$ cat config.mk
export PLATFORM = sky130hd
export DESIGN_NAME = fir_coeff_ctrl
export DESIGN_NICKNAME = d
export VERILOG_FILES = /design/src/rtl/fir_coeff_ctrl.sv
export SDC_FILE = /design/constraint.sdc
export NUM_CORES = 1
export LEC_CHECK = 0
export ABC_AREA = 0
export BUFFER_PORTS_ARGS = -buffer_cell sky130_fd_sc_hd__buf_2
export CAP_MARGIN = 25
export CORE_MARGIN = 2
export CORE_UTILIZATION = 60
export CTS_BUF_LIST = sky130_fd_sc_hd__clkbuf_8
export DETAILED_ROUTE_END_ITERATION = 6
export GPL_ROUTABILITY_DRIVEN = 1
export HOLD_SLACK_MARGIN = 0.12
export PLACE_DENSITY = 0.88
export REMOVE_ABC_BUFFERS = 1
export SLEW_MARGIN = 20
export SYNTH_ARGS = -nofsm -noshare
export SYNTH_HDL_FRONTEND = slang
export SYNTH_SLANG_ARGS = --single-unit
$ cat constraint.sdc
create_clock -name clk -period 46 [get_ports clk]
set_input_delay 0 -clock clk [delete_from_list [all_inputs] [get_ports clk]]
set_output_delay 0 -clock clk [all_outputs]
set_load 0.03 [all_outputs]
$ cat src/rtl/fir_coeff_ctrl.sv
// fir_coeff_ctrl
//   Control block for a 9-tap FIR datapath. Generates the sample strobe from
//   a programmable divider, holds a software-loaded shadow coefficient bank,
//   and copies it atomically into the active bank on a sample boundary.
//
// Ports
//   clk, rst          clock, asynchronous active-high reset
//   i_en, iu_div      ce enable and ce period (0 and 1 both mean every cycle)
//   i_wr_valid/o_wr_ready, iu4_wr_addr, is32_wr_data
//                     shadow tap write port (taps 0..8)
//   i_commit          request shadow -> active copy
//   o_commit_pend     commit accepted, swap not yet performed
//   o_swap_done       one-cycle pulse after the active bank updates
//   o_addr_err        sticky out-of-range write flag, cleared by the swap
//   o_ce              FIR clock enable pulse
//   os32_coeff_0..8   active coefficients
//
// Build option
//   FIR_COEFF_READBACK_EN: adds iu4_rd_addr / os32_rd_data, a registered
//   read of the shadow bank (0 for addresses above 8).
module fir_coeff_ctrl #(
    parameter int unsigned              COEFF_WIDTH = 32,
    parameter int unsigned              DIV_WIDTH   = 16,
    parameter logic [COEFF_WIDTH-1:0]   C0_RESET    = 32'h7FFFFFFF
) (
    input  logic                    clk,
    input  logic                    rst,
    input  logic                    i_en,
    input  logic [DIV_WIDTH-1:0]    iu_div,
    input  logic                    i_wr_valid,
    output logic                    o_wr_ready,
    input  logic [3:0]              iu4_wr_addr,
    input  logic [COEFF_WIDTH-1:0]  is32_wr_data,
    input  logic                    i_commit,
    output logic                    o_commit_pend,
    output logic                    o_swap_done,
    output logic                    o_addr_err,
`ifdef FIR_COEFF_READBACK_EN
    input  logic [3:0]              iu4_rd_addr,
    output logic [COEFF_WIDTH-1:0]  os32_rd_data,
`endif
    output logic                    o_ce,
    output logic [COEFF_WIDTH-1:0]  os32_coeff_0,
    output logic [COEFF_WIDTH-1:0]  os32_coeff_1,
    output logic [COEFF_WIDTH-1:0]  os32_coeff_2,
    output logic [COEFF_WIDTH-1:0]  os32_coeff_3,
    output logic [COEFF_WIDTH-1:0]  os32_coeff_4,
    output logic [COEFF_WIDTH-1:0]  os32_coeff_5,
    output logic [COEFF_WIDTH-1:0]  os32_coeff_6,
    output logic [COEFF_WIDTH-1:0]  os32_coeff_7,
    output logic [COEFF_WIDTH-1:0]  os32_coeff_8
);

    typedef enum logic [1:0] {
        ST_IDLE,
        ST_PENDING,
        ST_DONE
    } state_t;

    state_t                 state_q, state_d;
    logic [DIV_WIDTH-1:0]   cnt_q, cnt_d;
    logic [DIV_WIDTH-1:0]   period_m1;
    logic                   ce_q, ce_d;
    logic                   wr_ready_q, wr_ready_d;
    logic                   commit_pend_q, commit_pend_d;
    logic                   swap_done_q, swap_done_d;
    logic                   addr_err_q, addr_err_d;
    logic [COEFF_WIDTH-1:0] shadow_q [9];
    logic [COEFF_WIDTH-1:0] shadow_d [9];
    logic [COEFF_WIDTH-1:0] active_q [9];
    logic [COEFF_WIDTH-1:0] active_d [9];
    logic                   wr_acc;
    logic                   addr_ok;

    // Divider compares against the live iu_div. If the period shrinks below
    // the current count, the match is missed and the counter runs to
    // all-ones before wrapping, after which the new period applies.
    always_comb begin
        period_m1 = (iu_div == '0) ? '0 : iu_div - DIV_WIDTH'(1);
        cnt_d     = '0;
        ce_d      = 1'b0;
        if (i_en) begin
            ce_d = (cnt_q == period_m1);
            if ((cnt_q == period_m1) || (cnt_q == '1)) begin
                cnt_d = '0;
            end else begin
                cnt_d = cnt_q + DIV_WIDTH'(1);
            end
        end
    end

    always_comb begin
        wr_acc        = i_wr_valid & wr_ready_q;
        addr_ok       = (iu4_wr_addr <= 4'd8);
        shadow_d      = shadow_q;
        active_d      = active_q;
        addr_err_d    = addr_err_q;
        state_d       = state_q;
        wr_ready_d    = wr_ready_q;
        commit_pend_d = commit_pend_q;
        swap_done_d   = 1'b0;

        if (wr_acc) begin
            if (addr_ok) begin
                shadow_d[iu4_wr_addr] = is32_wr_data;
            end else begin
                addr_err_d = 1'b1;
            end
        end

        case (state_q)
            ST_IDLE: begin
                if (i_commit) begin
                    state_d       = ST_PENDING;
                    wr_ready_d    = 1'b0;
                    commit_pend_d = 1'b1;
                end
            end
            ST_PENDING: begin
                // Swap at the end of the ce cycle: that sample still sees the
                // old bank. With ce disabled there is no sample to wait for.
                if (ce_q || !i_en) begin
                    active_d      = shadow_q;
                    state_d       = ST_DONE;
                    commit_pend_d = 1'b0;
                    swap_done_d   = 1'b1;
                    addr_err_d    = 1'b0;
                end
            end
            ST_DONE: begin
                state_d    = ST_IDLE;
                wr_ready_d = 1'b1;
            end
            default: begin
                state_d = ST_IDLE;
            end
        endcase
    end

    always_ff @(posedge clk or posedge rst) begin
        if (rst) begin
            state_q       <= ST_IDLE;
            cnt_q         <= '0;
            ce_q          <= 1'b0;
            wr_ready_q    <= 1'b1;
            commit_pend_q <= 1'b0;
            swap_done_q   <= 1'b0;
            addr_err_q    <= 1'b0;
            for (int unsigned i = 0; i < 9; i++) begin
                shadow_q[i] <= (i == 0) ? C0_RESET : '0;
                active_q[i] <= (i == 0) ? C0_RESET : '0;
            end
        end else begin
            state_q       <= state_d;
            cnt_q         <= cnt_d;
            ce_q          <= ce_d;
            wr_ready_q    <= wr_ready_d;
            commit_pend_q <= commit_pend_d;
            swap_done_q   <= swap_done_d;
            addr_err_q    <= addr_err_d;
            for (int unsigned i = 0; i < 9; i++) begin
                shadow_q[i] <= shadow_d[i];
                active_q[i] <= active_d[i];
            end
        end
    end

`ifdef FIR_COEFF_READBACK_EN
    logic [COEFF_WIDTH-1:0] rd_data_q, rd_data_d;

    always_comb begin
        rd_data_d = '0;
        if (iu4_rd_addr <= 4'd8) begin
            rd_data_d = shadow_q[iu4_rd_addr];
        end
    end

    always_ff @(posedge clk or posedge rst) begin
        if (rst) begin
            rd_data_q <= '0;
        end else begin
            rd_data_q <= rd_data_d;
        end
    end

    assign os32_rd_data = rd_data_q;
`endif

    assign o_wr_ready    = wr_ready_q;
    assign o_commit_pend = commit_pend_q;
    assign o_swap_done   = swap_done_q;
    assign o_addr_err    = addr_err_q;
    assign o_ce          = ce_q;
    assign os32_coeff_0  = active_q[0];
    assign os32_coeff_1  = active_q[1];
    assign os32_coeff_2  = active_q[2];
    assign os32_coeff_3  = active_q[3];
    assign os32_coeff_4  = active_q[4];
    assign os32_coeff_5  = active_q[5];
    assign os32_coeff_6  = active_q[6];
    assign os32_coeff_7  = active_q[7];
    assign os32_coeff_8  = active_q[8];

endmodule

==> flow_summary.json <==
{
  "vias": 17200,
  "syn_to_final_growth_pct": 20.1,
  "finalSetupViolations": 0,
  "relSlewSlack": 0.306,
  "min_path_type": "in2reg",
  "die_h_um": 201,
  "drive_gt1_frac": 0.337,
  "power.density_mw_per_mm2": 71.0,
  "grt_max_degree": 142,
  "min_period_ps": 3880,
  "arrival_ps": 4460,
  "stdcell_area_mm2": 0.0279,
  "final_common_cell": "nand2_1",
  "synth_area_mm2": 0.0233,
  "grt_pass1_wl_mm": 95.5,
  "wl_mm": 60.1,
  "path_class": "in2reg",
  "synth_edf_count": 0,
  "ys_warn_count": 0,
  "met2_usage": 0.483,
  "max-cap-violations": 0,
  "setup_ws_ps": 42120,
  "drv_slew": 0,
  "async_flop_share": 1.00,
  "fin_crit_sh": 0.0843,
  "cts_tree": "built",
  "place_ws_ps": 42260,
  "drt_iter0_markers": 1266,
  "firstDrtPassIters": 6,
  "port_buffers": 349,
  "final_antenna_net_count": 0,
  "synthMuxAreaShare": 0.140,
  "synth_compound_area_frac": 0.0116,
  "cts_buffers": 90,
  "grt_util_met3": 0.0640,
  "htree_levels": 3,
  "antenna_cells": 0,
  "insertion_delay_ps": 660,
  "synth_top_family_by_area": "simple AND/OR/NAND/NOR gates",
  "die_x_um": 201,
  "power.total_uw": 1980,
  "postSynthAreaPerCell_um2": 11.3,
  "grt_overflow": 0,
  "synth_adder_area_share": 0.00108,
  "ys_seq_elements": 599,
  "gp_congestion": 0.837,
  "cp.required_ps": 46590,
  "grt_usage": 0.301,
  "fin_setup_tns_ps": 0,
  "antenna_found_initial": 0,
  "clockBufferDepth": 3,
  "yosys.area_share.simple": 0.170,
  "coreArea_mm2": 0.0385,
  "grt_util_met1": 0.396,
  "hpwl_mm": 34.8,
  "synth.distinct_cells": 49,
  "start_util": 0.605,
  "cts_sinks": 599,
  "final_nets": 2540,
  "drc_errors": 0,
  "ys.flop_type": "dfrtp_1",
  "avgRoutedWirePerCell_um": 19.5,
  "worstMarginPinSlew_ps": 1040,
  "postSynthCellCount": 2064,
  "busiest_layer": "met2",
  "rsz0062_at_grt": "false",
  "die_area_mm2": 0.0403,
  "cts_root_buf": "clkbuf_8",
  "fmax_ghz": 0.258,
  "clkTransAtPathRegs_ps": 60,
  "via_per_inst": 5.60,
  "row_count": 72,
  "post-cts-setup-buffers": 0,
  "finalHoldViolCount": 0,
  "irDropWorstVdd_v": 0.0000498,
  "synthXorXnorAreaFrac": 0.00942,
  "grt_pass1_vias": 17600,
  "status": "complete, no violations",
  "critPathMaxFanout": 11,
  "seq_area_frac_synth": 0.648,
  "skew_ps": 23.9,
  "final_cell_mix": "nand2_1, dfrtp_1, buf_2",
  "power_leakage_uw": 0.0152,
  "placed_area_mm2": 0.0255,
  "startpoint_type": "input port",
  "critPathCaptureType": "flop",
  "pin_count": 350
}
[cells in the mapped netlist, drive strengths merged (2+ instances only)]
library cell  count  area share
buf              15      0.0035
nor2b             4      0.0011
o31ai             7      0.0023
nor3             17      0.0039
o211ai            3     0.00097
dfstp            63       0.071
nand3            21      0.0045
nand2           886        0.14
and2              3     0.00081
nor4              7      0.0019
nor4b             2     0.00075
nand2b            2     0.00054
nand4             9      0.0024
nor3b             3     0.00097
o2111ai           2     0.00075
o21ai             4     0.00086
ha                2      0.0011
xor2             11      0.0041
a21o              4      0.0013
a21oi             3     0.00065
xnor2            14      0.0053
mux2            288        0.14
nand3b            2     0.00065
clkbuf           93       0.015
nor2             21      0.0034
or4              10      0.0032
inv               9      0.0015
o41ai             3      0.0011
o21a              2     0.00065
or3               4      0.0011
dfrtp           536        0.58
[logic make-up after synthesis]
| group | Yosys count |
|---|---|
| AOI/OAI and AO/OA | 36 |
| and+or+nand+nor | 996 |
| xor gates and xnor gates | 25 |
| DFF | 599 |
| buffers and inverters | 117 |
| muxes | 289 |
| adders and majority gates | 2 |
[path summary, 6_finish.rpt]
kind | startpoint | end | slack (ps) | cells after the start
max in group asynchronous | rst | os32_coeff_2[19]$_DFFE_PP0P_ | 42160 | 7
min reg2reg | shadow_q[273]$_DFFE_PP1P_ | os32_coeff_0[17]$_DFFE_PP1P_ | 440 | 2
min | i_commit | o_wr_ready$_DFFE_PP1P_ | 190 | 5
max | iu_div[2] | o_ce$_DFF_PP0_ | 42120 | 12
min in group asynchronous | rst | shadow_q[136]$_DFFE_PP0P_ | 750 | 4
max reg2reg | cnt_q[10]$_DFF_PP0_ | o_ce$_DFF_PP0_ | 42790 | 7
[critical path, stage by stage]
cell and delay (ps):
dlygate4sd3_1 530, buf_2 150, or4_1 690, o21ai_0 210, dlygate4sd3_1 590, nand3_1 80
o211ai_1 250, dlygate4sd3_1 600, nand4_1 60, dlygate4sd3_1 570, nor3_1 140, dlygate4sd3_1 580
[stage by stage]
step,hold slack (ps),utilization,cells
2_1_floorplan,120,-,1956
3_3_place_gp,265,0.661,2844
3_5_place_dp,277,0.662,2845
4_1_cts,129,0.725,3074
5_1_grt,180,0.726,3075
6_report,188,0.726,3075
[per-layer routing]
layer	wire, µm	up-vias
met5	0	-
met4	2540	0
met3	4360	175
met2	29300	798
met1	23900	8693
li1	-	7562
[report_power, final]
part	switching, µW	total [µW]	internal, µW	leakage (µW)
registers	139	893	754	0.00777
logic	457	662	205	0.00636
clock network	202	430	228	0.00110
total	798	1980	1190	0.0152
[area by class of cell]
class                   instances  area [µm²]
repair buffers                433        2580
multi-input cells            1348        7760
clock buffers                 117        1610
fillers                      2422       10500
clock inverters                51         221
inverters                       9        48.8
flip-flops and latches        599       15100
well taps                     518         648
[flip-flops by register name, indices dropped and copies added, names as in the netlist]
name	count
os32_coeff_3	32
os32_coeff_8	32
o_wr_ready	1
o_ce	1
o_swap_done	1
shadow_q	288
o_commit_pend	1
state_q	2
os32_coeff_0	32
cnt_q	16
os32_coeff_2	32
os32_coeff_4	32
os32_coeff_1	32
o_addr_err	1
os32_coeff_5	32
os32_coeff_6	32
os32_coeff_7	32
[timing repair]
item / 4_1_cts / 5_1_grt
hold endpoints to repair: 448 / 0
resized for setup: 0 / 0
hold buffers: 61 / 0
setup endpoints to repair: 0 / 0
(Power assumes the default switching activity.)
